==> src/rtl/uart_tx_module_pkg.sv <==
// Shared UART definitions: FSM state encodings, frame constants and the parity helper.
// The receive side imports the same package.
package uart_tx_module_pkg;

  typedef enum logic [2:0] {
    IDLE   = 3'd0,
    START  = 3'd1,
    DATA   = 3'd2,
    PARITY = 3'd3,
    STOP   = 3'd4
  } uart_state_e;

  localparam int   DATA_BITS   = 8;
  localparam logic START_LEVEL = 1'b0;
  localparam logic STOP_LEVEL  = 1'b1;

  // Even parity is the XOR of the byte; odd parity inverts it.
  function automatic logic parity_bit(input logic [DATA_BITS-1:0] b, input logic odd);
    return (^b) ^ odd;
  endfunction

endpackage

==> src/rtl/uart_tx_module_baud_tick.sv <==
// Bit-period divider: counts 0..CLKS_PER_BIT-1 and pulses bit_end on the last cycle of each bit.
// restart realigns the count so the first bit starts on the acceptance edge.
module uart_baud_tick #(
  parameter int CLKS_PER_BIT = 10417
) (
  input  logic clk,
  input  logic rst,
  input  logic restart,
  output logic bit_end
);

  localparam int              CNT_W = (CLKS_PER_BIT > 1) ? $clog2(CLKS_PER_BIT) : 1;
  localparam logic [CNT_W-1:0] LAST = CNT_W'(CLKS_PER_BIT - 1);

  logic [CNT_W-1:0] cnt_q, cnt_d;

  always_comb begin
    cnt_d = cnt_q + CNT_W'(1);
    if (restart || (cnt_q == LAST)) begin
      cnt_d = '0;
    end
  end

  always_ff @(posedge clk) begin
    if (rst) begin
      cnt_q <= '0;
    end else begin
      cnt_q <= cnt_d;
    end
  end

  assign bit_end = (cnt_q == LAST);

endmodule

==> src/rtl/uart_tx_module.sv <==
// UART transmitter: accepts {address, data} via valid/ack and sends
// start, 8 data bits LSB first, optional parity, stop on Tx.
module uart_tx_module
  import uart_tx_module_pkg::*;
#(
  parameter int CLKS_PER_BIT = 10417,
  parameter bit PARITY_EN    = 1'b1,
  parameter bit PARITY_ODD   = 1'b0
) (
  input  logic       clk,
  input  logic       rst,
  input  logic       valid,
  input  logic [3:0] address,
  input  logic [3:0] data,
  output logic       ack,
  output logic       busy,
  output logic       Tx,
  output logic       tx_done
);

  uart_state_e          state_q, state_d;
  logic                 tx_q, tx_d;
  logic                 ack_q, ack_d;
  logic                 busy_q, busy_d;
  logic                 done_q, done_d;
  logic [DATA_BITS-1:0] shift_q, shift_d;
  logic [2:0]           bit_q, bit_d;
  logic                 par_q, par_d;
  logic                 restart;
  logic                 bit_end;

  assign restart = (state_q == IDLE) && valid;

  uart_baud_tick #(
    .CLKS_PER_BIT(CLKS_PER_BIT)
  ) u_baud (
    .clk    (clk),
    .rst    (rst),
    .restart(restart),
    .bit_end(bit_end)
  );

  always_comb begin
    state_d = state_q;
    tx_d    = tx_q;
    ack_d   = 1'b0;
    busy_d  = busy_q;
    done_d  = 1'b0;
    shift_d = shift_q;
    bit_d   = bit_q;
    par_d   = par_q;
    case (state_q)
      IDLE: begin
        if (valid) begin
          shift_d = {address, data};
          par_d   = parity_bit({address, data}, PARITY_ODD);
          ack_d   = 1'b1;
          busy_d  = 1'b1;
          tx_d    = START_LEVEL;
          state_d = START;
        end
      end
      START: begin
        if (bit_end) begin
          state_d = DATA;
          bit_d   = 3'd0;
          tx_d    = shift_q[0];
        end
      end
      DATA: begin
        if (bit_end) begin
          if (bit_q == 3'(DATA_BITS - 1)) begin
            if (PARITY_EN) begin
              state_d = PARITY;
              tx_d    = par_q;
            end else begin
              state_d = STOP;
              tx_d    = STOP_LEVEL;
            end
          end else begin
            bit_d = bit_q + 3'd1;
            tx_d  = shift_q[bit_q + 3'd1];
          end
        end
      end
      PARITY: begin
        if (bit_end) begin
          state_d = STOP;
          tx_d    = STOP_LEVEL;
        end
      end
      STOP: begin
        // Returning to IDLE here leaves one idle cycle before the next acceptance.
        if (bit_end) begin
          state_d = IDLE;
          busy_d  = 1'b0;
          done_d  = 1'b1;
          tx_d    = STOP_LEVEL;
        end
      end
      default: begin
        state_d = IDLE;
        tx_d    = STOP_LEVEL;
        busy_d  = 1'b0;
      end
    endcase
  end

  always_ff @(posedge clk) begin
    if (rst) begin
      state_q <= IDLE;
      tx_q    <= STOP_LEVEL;
      ack_q   <= 1'b0;
      busy_q  <= 1'b0;
      done_q  <= 1'b0;
      shift_q <= '0;
      bit_q   <= 3'd0;
      par_q   <= 1'b0;
    end else begin
      state_q <= state_d;
      tx_q    <= tx_d;
      ack_q   <= ack_d;
      busy_q  <= busy_d;
      done_q  <= done_d;
      shift_q <= shift_d;
      bit_q   <= bit_d;
      par_q   <= par_d;
    end
  end

  assign ack     = ack_q;
  assign busy    = busy_q;
  assign Tx      = tx_q;
  assign tx_done = done_q;

endmodule

==> config.mk <==
export PLATFORM = sky130hd
export DESIGN_NAME = uart_tx_module
export DESIGN_NICKNAME = d
export VERILOG_FILES = /design/src/rtl/uart_tx_module_pkg.sv /design/src/rtl/uart_tx_module_baud_tick.sv /design/src/rtl/uart_tx_module.sv
export SDC_FILE = /design/constraint.sdc
export NUM_CORES = 1
export LEC_CHECK = 0
export ABC_AREA = 0
export BUFFER_PORTS_ARGS = -buffer_cell sky130_fd_sc_hd__buf_2
export CAP_MARGIN = 5
export CORE_ASPECT_RATIO = 0.6
export CORE_MARGIN = 2
export CORE_UTILIZATION = 60
export DETAILED_ROUTE_END_ITERATION = 16
export PLACE_DENSITY = 0.88
export SKIP_LAST_GASP = 1
export SLEW_MARGIN = 20
export SYNTH_ARGS = -nofsm -noshare
export SYNTH_HDL_FRONTEND = slang
export SYNTH_SLANG_ARGS = --single-unit
==> constraint.sdc <==
create_clock -name clk -period 7.5 [get_ports clk]
set_clock_uncertainty 0.2 [all_clocks]
set_input_delay 0.75 -clock clk [delete_from_list [all_inputs] [get_ports clk]]
set_output_delay 0.75 -clock clk [all_outputs]
set_load 0.01 [all_outputs]
* Word level (Yosys, flattened, before mapping)
Cells that the tools add are included.
** Word-level totals
- Bits in registers :: 33
- Latch bits :: 0
- Memory bits (writable) :: 0
- Memory bits (read-only) :: 0
- Word-level logic and storage cells :: 67
- Memories :: 0
** Operators by class
- Add/subtract/negate cells :: 2
- $mul :: 0
- Div/mod/pow operators :: 0
- Magnitude comparators :: 1
- Eq/ne operators :: 14
- Shift operators :: 0
- Multiplexer cells :: 23
- Bitwise logic cells :: 3
- Reductions and logical operators :: 15
** Operators with widths (count)
- 3-bit two-way mux :: 8
- 3-bit case mux with 5 select lines :: 1
- 14-bit by 1-bit adder with 14-bit output, second input constant :: 1
- 14-bit equality test, second input constant :: 1
- 2-bit inequality test, second input constant :: 7
- 1-bit two-way mux :: 10
- 4-bit AND reduction :: 2
- 2-bit OR reduction :: 4
- 8-bit XOR reduction :: 1
- 3-bit by 2-bit equality test with 1-bit output, second input constant :: 2
- 3-bit equality test, second input constant :: 2
- 3-bit case mux with 2 select lines :: 1
- 6-bit AND reduction :: 1
- 3-bit by 4-bit < comparator with 1-bit output, second input constant :: 1
- 1-bit case mux with 4 select lines :: 1
- 3-bit by 1-bit adder with 3-bit output, second input constant :: 1
- 1-bit binary-select mux with 3-bit select :: 1
- 3-bit by 1-bit equality test with 1-bit output, second input constant :: 1
- 3-bit zero test :: 1
- 1-bit inverter :: 3
- 1-bit case mux with 3 select lines :: 1
- 3-bit AND reduction :: 1
- 3-bit OR reduction :: 1
- 2-bit by 1-bit inequality test with 1-bit output, second input constant :: 1
- 4 further kinds :: 4

* Logic depth before layout (Yosys ltp)
Gate-level depths: netlist (run 1).
- Depth after elaboration :: 6
- Depth in mapped cells :: 8

* Modules after synthesis
Synthesis (run 1) repeated with hierarchy kept, for this count alone.
** Second synthesis, totals
- Cell total of the unflattened synthesis :: 186
- Area, all modules :: 1665.3 um^2
** By module, submodules not included
- uart_tx_module :: instances 1, cells each 114, area each 1004.7 um^2, sequential area each 380.4 um^2
- uart_baud_tick :: instances 1, cells each 72, area each 660.6 um^2, sequential area each 280.3 um^2

* Worst setup path after synthesis (run 1)
No wires, ideal clock.
- Path type :: register to register
- Start point :: register u_baud.cnt_q[6]
- End point :: register bit_q[1]
- Arrival time :: 2209 ps
- Data required time :: 7230 ps
- Slack :: 5020 ps
- Cell stages (with the launch flop) :: 7
- Period minus slack after synthesis :: 2480 ps
- Cells stage by stage :: dfxtp_1 > or4_1 > or4_1 > buf_2 > or3_4 > or3_1 > a21oi_1
** On the way
- Word-level cells in the longest chain between the ends :: 3
** RTL lines
- start, declared :: line uart_tx_module_baud_tick.sv:15 : logic [CNT_W-1:0] cnt_q, cnt_d;
- start signal, assigned :: line uart_tx_module_baud_tick.sv:28 : cnt_q <= cnt_d;
- 14-bit equality test (*) :: line uart_tx_module_baud_tick.sv:32 : assign bit_end = (cnt_q == LAST);
- 2-bit inequality test (no line)
- 4-bit AND reduction (no line) (*)
- end signal, assigned :: line uart_tx_module.sv:126 : bit_q <= bit_d;
- end, declared :: line uart_tx_module.sv:27 : logic [2:0] bit_q, bit_d;
Mark *: on every way between the ends. The rest lies on a longest branch, timed or not.
A chain may end at the register's enable or synchronous reset.

* Worst setup path in the final report (run 1)
- Start point :: register u_baud.cnt_q[6]
- End point :: register bit_q[2]
Same word-level chain as after synthesis.

==> results of run 1 <==
cell families after synthesis:
kind of cell | synth area share
and+or+nand+nor | 0.2106
DFF | 0.4430
AOI/OAI and AO/OA | 0.1284
xor gates and xnor gates | 0.1057
buffers and inverters | 0.03691
muxes | 0.04195
adders and majority gates | 0.03356
layer usage:
layer | vias to the layer above | share of wire | global-route usage
li1 | 588 | - | -
met1 | 529 | 0.49 | 0.3333
met2 | 47 | 0.41 | 0.3282
met3 | 6 | 0.090 | 0.1344
met4 | 0 | 0.012 | 0.08400
met5 | - | 0 | 0
state kept, by name (all words and copies together), names as in the netlist:
name / flops
state_q: 3
tx_done: 1
shift_q: 8
busy: 1
bit_q: 3
par_q: 1
Tx: 1
u_baud.cnt_q: 14
ack: 1
per-stage QoR:
step                hold WS (ns)  power [mW]    util  area, µm²  worst slack, ns
CTS                       0.2566      0.3542  0.7310       1653            4.821
global route              0.2802      0.3699  0.7333       1658            4.700
finish                    0.2533      0.3525  0.7333       1658            4.794
floorplan                 0.2255      0.2130       -       1491            5.020
detailed placement        0.2412      0.2227  0.6929       1567            4.822
global placement          0.2368      0.2210  0.6929       1567            4.925
synthesized netlist by cell type, types with 3 or more instances:
cell type	number
a21oi_1	8
a22o_1	9
a31oi_1	3
clkbuf_1	6
dfxtp_1	33
ha_1	4
inv_1	6
mux2i_1	4
nand2_1	12
nand3_1	3
nand4_1	3
nor2_1	19
or3_1	4
or4_1	3
xnor2_1	8
xor2_1	10
layout make-up:
type                       count  area (µm²)
clock buffer                   5       68.82
clock inverter                 3       17.52
fill                         160       603.1
inverter                       6       22.52
multi-input combinational    113       780.7
sequential                    33       660.6
tap                           30       37.54
timing repair buffer          14       70.07
critical path, delay by kind of cell, from the launching register on:
kind | cells | cell delay [ns]
flip-flops | 1 | 0.35
AO/OA/AOI/OAI | 1 | 0.15
AND/OR/NAND/NOR | 4 | 1.93
layout by cell type, fill, tap and decap left out, types with 2 or more instances in the layout:
| cell | netlist | final |
|---|---|---|
| or4_1 | 3 | 3 |
| a22o_1 | 9 | 9 |
| nand4_1 | 3 | 3 |
| clkinv_2 | 0 | 2 |
| nand2_1 | 12 | 12 |
| inv_1 | 6 | 6 |
| ha_1 | 4 | 4 |
| clkbuf_8 | 0 | 5 |
| or3_1 | 4 | 4 |
| dfxtp_1 | 33 | 33 |
| xor2_1 | 10 | 10 |
| and3_2 | 2 | 2 |
| o21ai_0 | 2 | 2 |
| xnor2_1 | 8 | 8 |
| buf_2 | 2 | 14 |
| mux2i_1 | 4 | 4 |
| nand3_1 | 3 | 3 |
| a31oi_1 | 3 | 3 |
| a21oi_1 | 8 | 8 |
| nor2_1 | 19 | 19 |
how the worst min path moves through the flow:
stage / to / from / depth (start not counted) / slack (ns)
finish: u_baud.cnt_q[0]$_SDFF_PP0_ / u_baud.cnt_q[0]$_SDFF_PP0_ / 1 / 0.25
global placement: u_baud.cnt_q[0]$_SDFF_PP0_ / u_baud.cnt_q[0]$_SDFF_PP0_ / 1 / 0.24
detailed placement: u_baud.cnt_q[0]$_SDFF_PP0_ / u_baud.cnt_q[0]$_SDFF_PP0_ / 1 / 0.24
floorplan: u_baud.cnt_q[0]$_SDFF_PP0_ / u_baud.cnt_q[0]$_SDFF_PP0_ / 1 / 0.23
CTS: u_baud.cnt_q[0]$_SDFF_PP0_ / u_baud.cnt_q[0]$_SDFF_PP0_ / 1 / 0.26
global route: u_baud.cnt_q[0]$_SDFF_PP0_ / u_baud.cnt_q[0]$_SDFF_PP0_ / 1 / 0.28
power breakdown:
| part | internal, mW | switching, mW |
|---|---|---|
| Combinational | 0.0150 | 0.0163 |
| Clock | 0.0640 | 0.0694 |
| Sequential | 0.182 | 0.00531 |
==> results.cfg, run 1 <==
[pwr]
ir_drop_mv = 0.1404
power.density_mw_per_mm2 = 212.6
p_leak_nw = 0.6364

[route]
viasPerCell = 5.735
route.vias.total = 1170
wire_per_inst_um = 14.18
drc = 0
detail-route-antenna-nets = 0
drt-total-wl_mm = 2.893
drtIter0Drc = 119
drt_pre_antenna_iters = 4

[global_routing]
antenna_found_initial = 0
grt_first_pass_wirelength_mm = 4.919
grt_max_degree = 14
grt-ovfl-total = 0
track_usage = 0.2464
first_global_vias = 1024

[sta]
fin_crit_sh = 0.3607
final.setup.tns_ns = 0
finalSetupViolCount = 0
slew_violations = 0
fin_crit_ns = 2.706
worst_pin_slew_ns = 0.9585
fmax_mhz = 369.6
rsz0062_at_grt = false
maxSlewHeadroom = 0.3580
finalHoldViolCount = 0

[critical_path]
cpMaxStageDelayCell = or4_1
worstRegToRegCells = 5
cp-end-kind = register
critPathKind = register to register
cp_cell_sequence = or4_1, or4_1, or3_4, or3_1, a21oi_1
regToRegSetupSlack_ns = 4.79
critical_path.max_fanout = 9
crit_end = bit_q[2]$_SDFFE_PP0P_
slowest_delay_ns = 0.58
rr_startpoint = u_baud.cnt_q[6]$_SDFF_PP0_
worstReg2RegEnd = bit_q[2]$_SDFFE_PP0P_
cp.required_ns = 7.52
crit_arrival_ns = 2.73
startpoint = u_baud.cnt_q[6]$_SDFF_PP0_
startpoint_type = register
critPathMostFrequentCell = or4_1

[synth]
async_flop_share = 0
synth_area_mm2 = 0.001491
synth_top_area_share = 0.4430
synthFlopType = dfxtp_1
synth_fp_nets = 175
synthCells = 160
synth_edf_count = 0
avgSynthCellArea_um2 = 9.321
yosysWarnings = 0
seq_area_frac_synth = 0.4430
synthTopCellsByArea = dfxtp_1 44%, xor2_1 5.9%, a22o_1 5.3%
synthDistinctLibCells = 37
ys_ff_latch = 33
yosysTopAreaCell = dfxtp_1

[placed_design]
placedCellCount = 196
routabilityCongestion = 0.8815
dp_hpwl_mm = 2.113
io_buffers = 14

[job]
max_cap_violations = 0

[clock_network]
clock_latency_ns = 0.29
cts_root_buf = clkbuf_8
clock_path_buffers = 2
numCtsBuffers = 5
cts_hold_buffers = 0
cts_resized = 0
htreeDepth = 2
cts_setup_buffers = 0
path_clk_slew_ns = 0.07
cts_tree = yes
clock-sinks = 33

[finish]
syn_to_final_growth_pct = 11.16
num_antenna_cells = 0
fin_cells = 204
drive_above_1_share = 0.1667
final_net_count = 188

[status]
status = finished clean

[floorplan]
rows = 13
die_h_um = 42.62
io_pins = 15
die_w_um = 68.37
die-area_mm2 = 0.002914
coreArea_mm2 = 0.002261
start_util = 0.6597

[hold_path]
hold_path.class = register to register
No activity file was read; power rests on OpenSTA's default activity.
==> run 2, diff against run 1 <==
- CORE_UTILIZATION: 60 -> 51
- PLACE_DENSITY: 0.88 -> 0.8
- clock period: 7.5 -> 2.27 ns (I/O delays scaled with it)
==> results.cfg, run 2 (synthesis results as in run 1) <==
[finish]
syn_to_final_growth_pct = 32.63
num_antenna_cells = 0
num-fill-cells = 213
biggestRegsByFlops = u_baud.cnt_q (14), shift_q (8)
fin_cells = 244
largest_reg_flops = 14
final_cell_mix = 32 x dfxtp_1, 20 x buf_4, 19 x nor2_1, 14 x buf_2, 12 x nand2_1
drive_above_1_share = 0.2822
final-seq-area_um2 = 661.9
final_net_count = 217
multi_input_area_um2 = 817.0
top_register = u_baud.cnt_q
final_common_cell = dfxtp_1

[clock_network]
clock-sinks = 33
clock_latency_ns = 0.29
cts_root_buf = clkbuf_8
htreeDepth = 2
path_clk_slew_ns = 0.07
clock_path_buffers = 2
cts_tree = yes
numCtsBuffers = 5

[pwr]
seqPwrFrac = 0.481
ir_drop_mv = 0.3607
pwr-share-clk = 0.411
sw_frac_of_total = 0.2301
power.density_mw_per_mm2 = 653.9
internal_power_mw = 0.9959
power_switching_mw = 0.2976
comb_power_share = 0.109
power_mw = 1.293
p_leak_nw = 0.7942

[sta]
fin_crit_ns = 2.436
timing.final.ws_setup_ns = -0.1661
rsz0062_at_grt = true
finalSetupViolCount = 4
finalHoldViolCount = 0
hold_ws_ns = 0.08568
slew_violations = 0
worst_pin_slew_ns = 0.4674
fmax_mhz = 410.5
fin_crit_sh = 1.073
maxSlewHeadroom = 0.6873

[global_routing]
use_met1 = 0.3140
grt_busiest_layer = met2
antenna_found_initial = 0
first_global_vias = 1314
track_usage = 0.2490
met2_usage = 0.3750
grt_max_degree = 14
grt_first_pass_wirelength_mm = 6.085
use_met3 = 0.1040
grt-ovfl-total = 0

[critical_path]
cp-end-kind = register
critPathMostFrequentCell = or3_4
crit_arrival_ns = 2.45
cpMaxStageDelayCell = or4_1
cp_top_family = simple AND/OR/NAND/NOR gates
cp.buffers_inverters = 0
slowest_delay_ns = 0.50
critPathKind = register to register
cp.required_ns = 2.28
cp_cell_sequence = or4_1, or4_4, or3_4, or3_4, a21oi_2
startpoint_type = register
critical_path.max_fanout = 4

[job]
max_cap_violations = 0

[floorplan]
die_h_um = 45.89
die_w_um = 73.82
start_util = 0.5263
rows = 15
die-area_mm2 = 0.003387
io_pins = 15
coreArea_mm2 = 0.002834

[placed_design]
dp_hpwl_mm = 2.474
placedCellCount = 227
io_buffers = 14
routabilityCongestion = 0.8395

[route]
wire_per_inst_um = 15.42
route.vias.total = 1361
drt-total-wl_mm = 3.763
viasPerCell = 5.578
detail-route-antenna-nets = 0
drtIter0Drc = 106
drc = 0
drt_pre_antenna_iters = 4

[status]
failed_checks = setup timing
status = finished, violations left

[hold_path]
hold_path.class = primary input to register
run 2: cell count changes in the layout (fill, tap and decap cells not counted), sizes merged:
cell and change:
buf +21, clkinv -1, bufinv +1, dlygate4sd3 +8
clkinvlp -1
run 2: routing by layer:
metal | up-vias | routed length [µm]
li1 | 650 | -
met1 | 657 | 1667
met2 | 46 | 1781
met3 | 8 | 233
met4 | 0 | 80
met5 | - | 0
run 2: power groups by stage:
stage / clock network, mW / registers [mW] / logic, mW
floorplan: 0 / 0.628 / 0.0758
global placement: 0 / 0.631 / 0.118
global route: 0.559 / 0.623 / 0.153
CTS: 0.538 / 0.621 / 0.139
detailed placement: 0 / 0.633 / 0.122
finish: 0.531 / 0.622 / 0.141
run 2: cell type report:
class                           count  share of cell area
Inverter                            6             0.01139
Multi-Input combinational cell    113              0.4130
Sequential cell                    33              0.3346
Timing Repair Buffer               43              0.1619
Clock inverter                      2             0.01771
Tap cell                           42             0.02657
Clock buffer                        5             0.03479
run 2: stage by stage:
step                      area [µm²]  utilization  setup TNS, ns  setup slack [ns]
after floorplan                 1491            -        -0.5951           -0.2096
after global placement          1737       0.6128        -0.4458           -0.1509
after detailed placement        1737       0.6128        -0.5841           -0.2150
after CTS                       1948       0.6874        -0.4072           -0.1394
after global routing            1978       0.6980        -0.6503           -0.2182
final                           1978       0.6980        -0.3915           -0.1661
run 2: path summary, 6_finish.rpt:
path	startpoint	end	slack, ns	cells after the start
setup / recovery	u_baud.cnt_q[6]$_SDFF_PP0_	bit_q[2]$_SDFFE_PP0P_	-0.17	5
hold / removal	rst	bit_q[0]$_SDFFE_PP0P_	0.09	2
setup reg to reg	u_baud.cnt_q[6]$_SDFF_PP0_	bit_q[2]$_SDFFE_PP0P_	-0.17	5
hold reg to reg	bit_q[1]$_SDFFE_PP0P_	bit_q[1]$_SDFFE_PP0P_	0.28	2
run 2: repair_timing:
item,4_1_cts,5_1_grt
hold buffers,8,0
gates cloned,0,0
endpoints found under the setup margin,4,5
pin swaps,3,5
hold endpoints to repair,8,0
setup buffers,1,1
resized for setup,5,4
